`config.mk`:
```
export PLATFORM = sky130hd
export DESIGN_NAME = bin2bcd_seq
export DESIGN_NICKNAME = d
export VERILOG_FILES = /design/src/rtl/bin2bcd_seq.sv
export SDC_FILE = /design/constraint.sdc
export NUM_CORES = 1
export LEC_CHECK = 0
export ABC_AREA = 1
export BUFFER_PORTS_ARGS = -buffer_cell sky130_fd_sc_hd__buf_2
export CORE_ASPECT_RATIO = 1.4
export CORE_UTILIZATION = 56
export CTS_CLUSTER_DIAMETER = 40
export CTS_CLUSTER_SIZE = 16
export DETAILED_ROUTE_END_ITERATION = 12
export PLACE_DENSITY = 0.82
export SYNTH_ARGS = -nofsm -noshare
export SYNTH_HDL_FRONTEND = slang
export SYNTH_SLANG_ARGS = --single-unit
```
`constraint.sdc`:
```
create_clock -name clk -period 1.7 [get_ports clk]
set_clock_uncertainty 0.05 [all_clocks]
set_input_delay 0.34 -clock clk [delete_from_list [all_inputs] [get_ports clk]]
set_output_delay 0.34 -clock clk [all_outputs]
set_load 0.05 [all_outputs]
```
`src/rtl/bin2bcd_seq.sv`:
```
// bin2bcd_seq: sequential binary-to-BCD converter for the 4-digit 7-segment path.
// It uses shift-and-add-3 and converts one bit per clock. Inputs above 9999
// saturate to 9999 and raise overflow.
//
// Ports:
//   clk                  rising-edge system clock
//   rst_n                synchronous reset, active-low
//   start                conversion request, sampled only while busy=0
//   bin_in               unsigned value to convert, sampled with start
//   busy                 conversion in progress (start ignored while high)
//   done                 one-cycle pulse, new digits/overflow valid this cycle
//   valid                level, bcd_data_* hold a completed result
//   overflow             last completed input was > 9999 (digits show 9999)
//   bcd_data_0..3        ones, tens, hundreds, thousands digits
module bin2bcd_seq #(
    parameter int unsigned BIN_WIDTH = 14
) (
    input  logic                 clk,
    input  logic                 rst_n,
    input  logic                 start,
    input  logic [BIN_WIDTH-1:0] bin_in,
    output logic                 busy,
    output logic                 done,
    output logic                 valid,
    output logic                 overflow,
    output logic [3:0]           bcd_data_0,
    output logic [3:0]           bcd_data_1,
    output logic [3:0]           bcd_data_2,
    output logic [3:0]           bcd_data_3
);

    localparam int unsigned SH_W       = 14;
    localparam int unsigned BCD_W      = 16;
    localparam int unsigned CNT_W      = 4;
    localparam int unsigned NUM_SHIFTS = 14;
    localparam int unsigned MAX_VAL    = 9999;

    typedef enum logic [1:0] {
        ST_IDLE  = 2'd0,
        ST_SHIFT = 2'd1,
        ST_DONE  = 2'd2
    } state_t;

    state_t           state;
    logic [SH_W-1:0]  shreg;
    logic [BCD_W-1:0] scratch;
    logic [CNT_W-1:0] count;
    logic             ovf_pend;

    logic [SH_W-1:0]  bin_ext;
    logic             in_ovf;
    logic [BCD_W-1:0] scratch_adj;

    // Narrower inputs are zero-extended, so the shift count never depends on BIN_WIDTH.
    assign bin_ext = SH_W'(bin_in);
    assign in_ovf  = (bin_ext > SH_W'(MAX_VAL));

    // Add 3 to every nibble >= 5 before the shift, so each digit stays 0..9.
    always_comb begin
        scratch_adj = scratch;
        for (int i = 0; i < 4; i++) begin
            if (scratch[4*i +: 4] >= 4'd5) begin
                scratch_adj[4*i +: 4] = scratch[4*i +: 4] + 4'd3;
            end
        end
    end

    // Conversion FSM. All outputs are registered here.
    always_ff @(posedge clk) begin
        if (!rst_n) begin
            state      <= ST_IDLE;
            shreg      <= '0;
            scratch    <= '0;
            count      <= '0;
            ovf_pend   <= 1'b0;
            busy       <= 1'b0;
            done       <= 1'b0;
            valid      <= 1'b0;
            overflow   <= 1'b0;
            bcd_data_0 <= 4'd0;
            bcd_data_1 <= 4'd0;
            bcd_data_2 <= 4'd0;
            bcd_data_3 <= 4'd0;
        end else begin
            done <= 1'b0;
            case (state)
                ST_IDLE: begin
                    if (start) begin
                        shreg    <= in_ovf ? SH_W'(MAX_VAL) : bin_ext;
                        ovf_pend <= in_ovf;
                        scratch  <= '0;
                        count    <= '0;
                        busy     <= 1'b1;
                        state    <= ST_SHIFT;
                    end
                end
                ST_SHIFT: begin
                    scratch <= {scratch_adj[BCD_W-2:0], shreg[SH_W-1]};
                    shreg   <= {shreg[SH_W-2:0], 1'b0};
                    // Saturated input cannot carry out of the top digit.
                    // If it ever did, report it as overflow rather than dropping it.
                    ovf_pend <= ovf_pend | scratch_adj[BCD_W-1];
                    count    <= count + CNT_W'(1);
                    if (count == CNT_W'(NUM_SHIFTS - 1)) begin
                        state <= ST_DONE;
                    end
                end
                ST_DONE: begin
                    bcd_data_0 <= scratch[3:0];
                    bcd_data_1 <= scratch[7:4];
                    bcd_data_2 <= scratch[11:8];
                    bcd_data_3 <= scratch[15:12];
                    overflow   <= ovf_pend;
                    valid      <= 1'b1;
                    done       <= 1'b1;
                    busy       <= 1'b0;
                    state      <= ST_IDLE;
                end
                default: begin
                    busy  <= 1'b0;
                    state <= ST_IDLE;
                end
            endcase
        end
    end

endmodule
```
==> run_results.csv <==
group,metric,value,unit
floorplan,dieHeight,80.60,um
grt,grt_pass1_wl,9170,um
synth,yosysTopAreaCell,"dfxtp_1",
drt,drtPass1Iterations,4,
cts,clk_latency,330,ps
drt,wl_per_cell,13.00,um
synth,synth_seq_cells,57,
floorplan,num_rows,28,
power,power_density,980.3,mW/mm^2
cts,path_clk_slew,60,ps
synth,synth_nets,336,
place,hpwl,3670,um
synth,synth.cell_area,0.002471,sq mm
timing,hold_viol_final,0,
synth,synthTopCellsByArea,"dfxtp_1 (46%), o21ai_0 (7.9%), a21oi_1 (6.5%), nand2_1 (6.4%), ha_1 (5.1%)",
synth,syn_inst,309,
power,ir_drop,0.0005777,V
grt,antenna_found_initial,0,
timing,tns,0,ps
place,place.gp.congestion,0.8445,
cts,cts.sinks,57,
cts,numCtsBuffers,9,
cells_and_area,antenna_cells,0,
worst_setup_path,critical_path_arrival,1650,ps
cts,cts_resized,0,
cts,ctsHoldBuffers,0,
grt,grt_remaining_overflow,0,
place,port_buffers,36,
timing,worst_hold_slack,232.3,ps
floorplan,die_w,58.14,um
synth,postSynthAreaPerCell,7.997,sq um
timing,setup_viol,0,
cells_and_area,nets,378,
timing,tightest_slew,365.4,ps
worst_setup_path,crit_path_max_fanout,5,
worst_setup_path,startpoint_type,"flop",
worst_setup_path,worstPathRequired,1870,ps
timing,max_freq,672.2,MHz
drt,wl,5409,um
timing,slew_violations,0,
floorplan,dieArea,0.004686,sq mm
drt,antenna_left,0,
cts,post_cts.repair.setup_buffers,0,
drt,post-route-drc-count,0,
place,placed_area,0.002734,sq mm
synth,synthDistinctLibCells,26,
floorplan,boundaryPins,37,
synth,ys_seq_area_share,46.18,%
drt,vias,2201,
cells_and_area,final_area,0.002927,sq mm
timing,period_share,87.51,%
power,leakage,1.207,nW
floorplan,initial_utilization,58.29,%
worst_setup_path,end_kind,"flop",
cts,root_buffer,"clkbuf_8",
cts,htreeDepth,3,
timing,final.min_clock_period,1488,ps
hold_path,hold_path_class,"primary input to flop",
grt,grt_max_degree,32,
floorplan,fp.coreArea,0.004239,sq mm
worst_setup_path,setup.worst_path.class,"flop to flop",
cells_and_area,syn_to_final_growth,18.43,%
synth,ys_warn_count,0,
grt,grt_pass1_vias,2163,
status,outcome,"finished, final reports clean",
cts,cts_tree,"done",
grt,track_usage,26.04,%
cts,clockBufferDepth,2,
timing,max_slew_margin,75.58,%
timing,grt_setup_unrepaired,"false",
drt,drtIter0Drc,112,
run,cap_violations,0,
drt,via_per_inst,5.291,
synth,synth_largest_type_area_fraction,46.18,%
cells_and_area,drive_gt1_share,19.94,%
==> synth_stat cells <==
cell / instances
a21boi_0: 4
a21oi_1: 32
a31o_2: 1
a31oi_1: 2
buf_2: 6
buf_6: 1
clkbuf_1: 5
clkinv_1: 1
dfxtp_1: 57
ha_1: 10
inv_1: 32
inv_4: 1
nand2_1: 42
nand2_4: 3
nand3_1: 16
nand3_2: 1
nand4_1: 2
nor2_1: 17
nor2_4: 1
nor3_1: 8
o211ai_1: 11
o21ai_0: 39
o221ai_1: 1
o22ai_1: 8
or2_2: 5
xor2_1: 3
==> critical path: stages, from the launching register on <==
cell and delay, ps:
dfxtp_1 410, inv_1 110, ha_1 220, nor2_1 100, inv_1 60, nand3_1 160
nand2_1 80, o211ai_1 80, o21ai_0 110
==> where the power goes <==
group          total (mW)  switching, mW  internal, mW  leakage, nW
Sequential           1.41         0.0287          1.38        0.463
Clock                1.19          0.505         0.683        0.102
Combinational       0.268          0.170        0.0982        0.642
==> layout by cell type (no fill, tap or decap), types with 4 or more instances in the layout <==
cell	instances
a21oi_1	32
nand3_1	16
buf_2	36
o21ai_0	39
o211ai_1	11
nand2_1	42
clkbuf_8	13
buf_4	6
nor3_1	8
dfxtp_1	57
ha_1	10
or2_2	5
o22ai_1	8
a21boi_0	4
nor2_1	16
inv_1	32
==> flip-flops by register name, summed over array words and instances, names as in the netlist <==
| name | cells |
|---|---|
| scratch | 16 |
| shreg | 14 |
| bcd_data_0 | 4 |
| bcd_data_1 | 4 |
| bcd_data_2 | 4 |
| bcd_data_3 | 4 |
| count | 4 |
| state | 2 |
| busy | 1 |
| done | 1 |
| overflow | 1 |
| ovf_pend | 1 |
| valid | 1 |
==> cells by family after synthesis <==
family	Yosys count	share of synthesized area, %
flip-flops	57	46.18
AO/OA/AOI/OAI	98	22.18
AND/OR/NAND/NOR	95	17.82
adder cells (fa/ha/maj)	10	5.063
buffers and inverters	46	7.697
XOR/XNOR	3	1.063
==> layout make-up <==
class                      count  area, sq um
timing repair buffer          43        245.2
sequential                    57         1141
clock buffer                  14        182.7
tap                           60        75.07
fill                         359         1313
multi-input combinational    206         1142
clock inverter                 2        10.01
inverter                      34        130.1
==> metrics by stage <==
step | cells | setup slack (ps) | utilization, % | total power [mW]
3_3_place_gp | 400 | 300.3 | 64.49 | 1.700
5_1_grt | 416 | 18.58 | 69.04 | 2.990
4_1_cts | 416 | 240.8 | 69.04 | 2.888
6_report | 416 | 212.4 | 69.04 | 2.869
3_5_place_dp | 400 | 257.5 | 64.49 | 1.706
2_1_floorplan | 309 | 422.8 | - | 1.623
==> metal layers <==
layer / GRT usage [%] / wire, um / vias to the layer above
met5: 0 / 0 / -
met4: 15.71 / 129 / 0
met3: 6.441 / 229 / 11
met2: 45.52 / 2677 / 55
met1: 27.62 / 2373 / 1001
li1: - / - / 1134
==> path summary, 6_finish.rpt <==
| kind | start | end | slack [ps] | cells after the start |
|---|---|---|---|---|
| worst min register to register | shreg[13] | shreg[13] | 410 | 2 |
| worst max-delay path | scratch[4] | scratch[6] | 210 | 8 |
| worst max register to register | scratch[4] | scratch[6] | 210 | 8 |
| worst min-delay path | bin_in[5] | shreg[5] | 230 | 3 |
No activity file was read; power rests on OpenSTA's default activity.
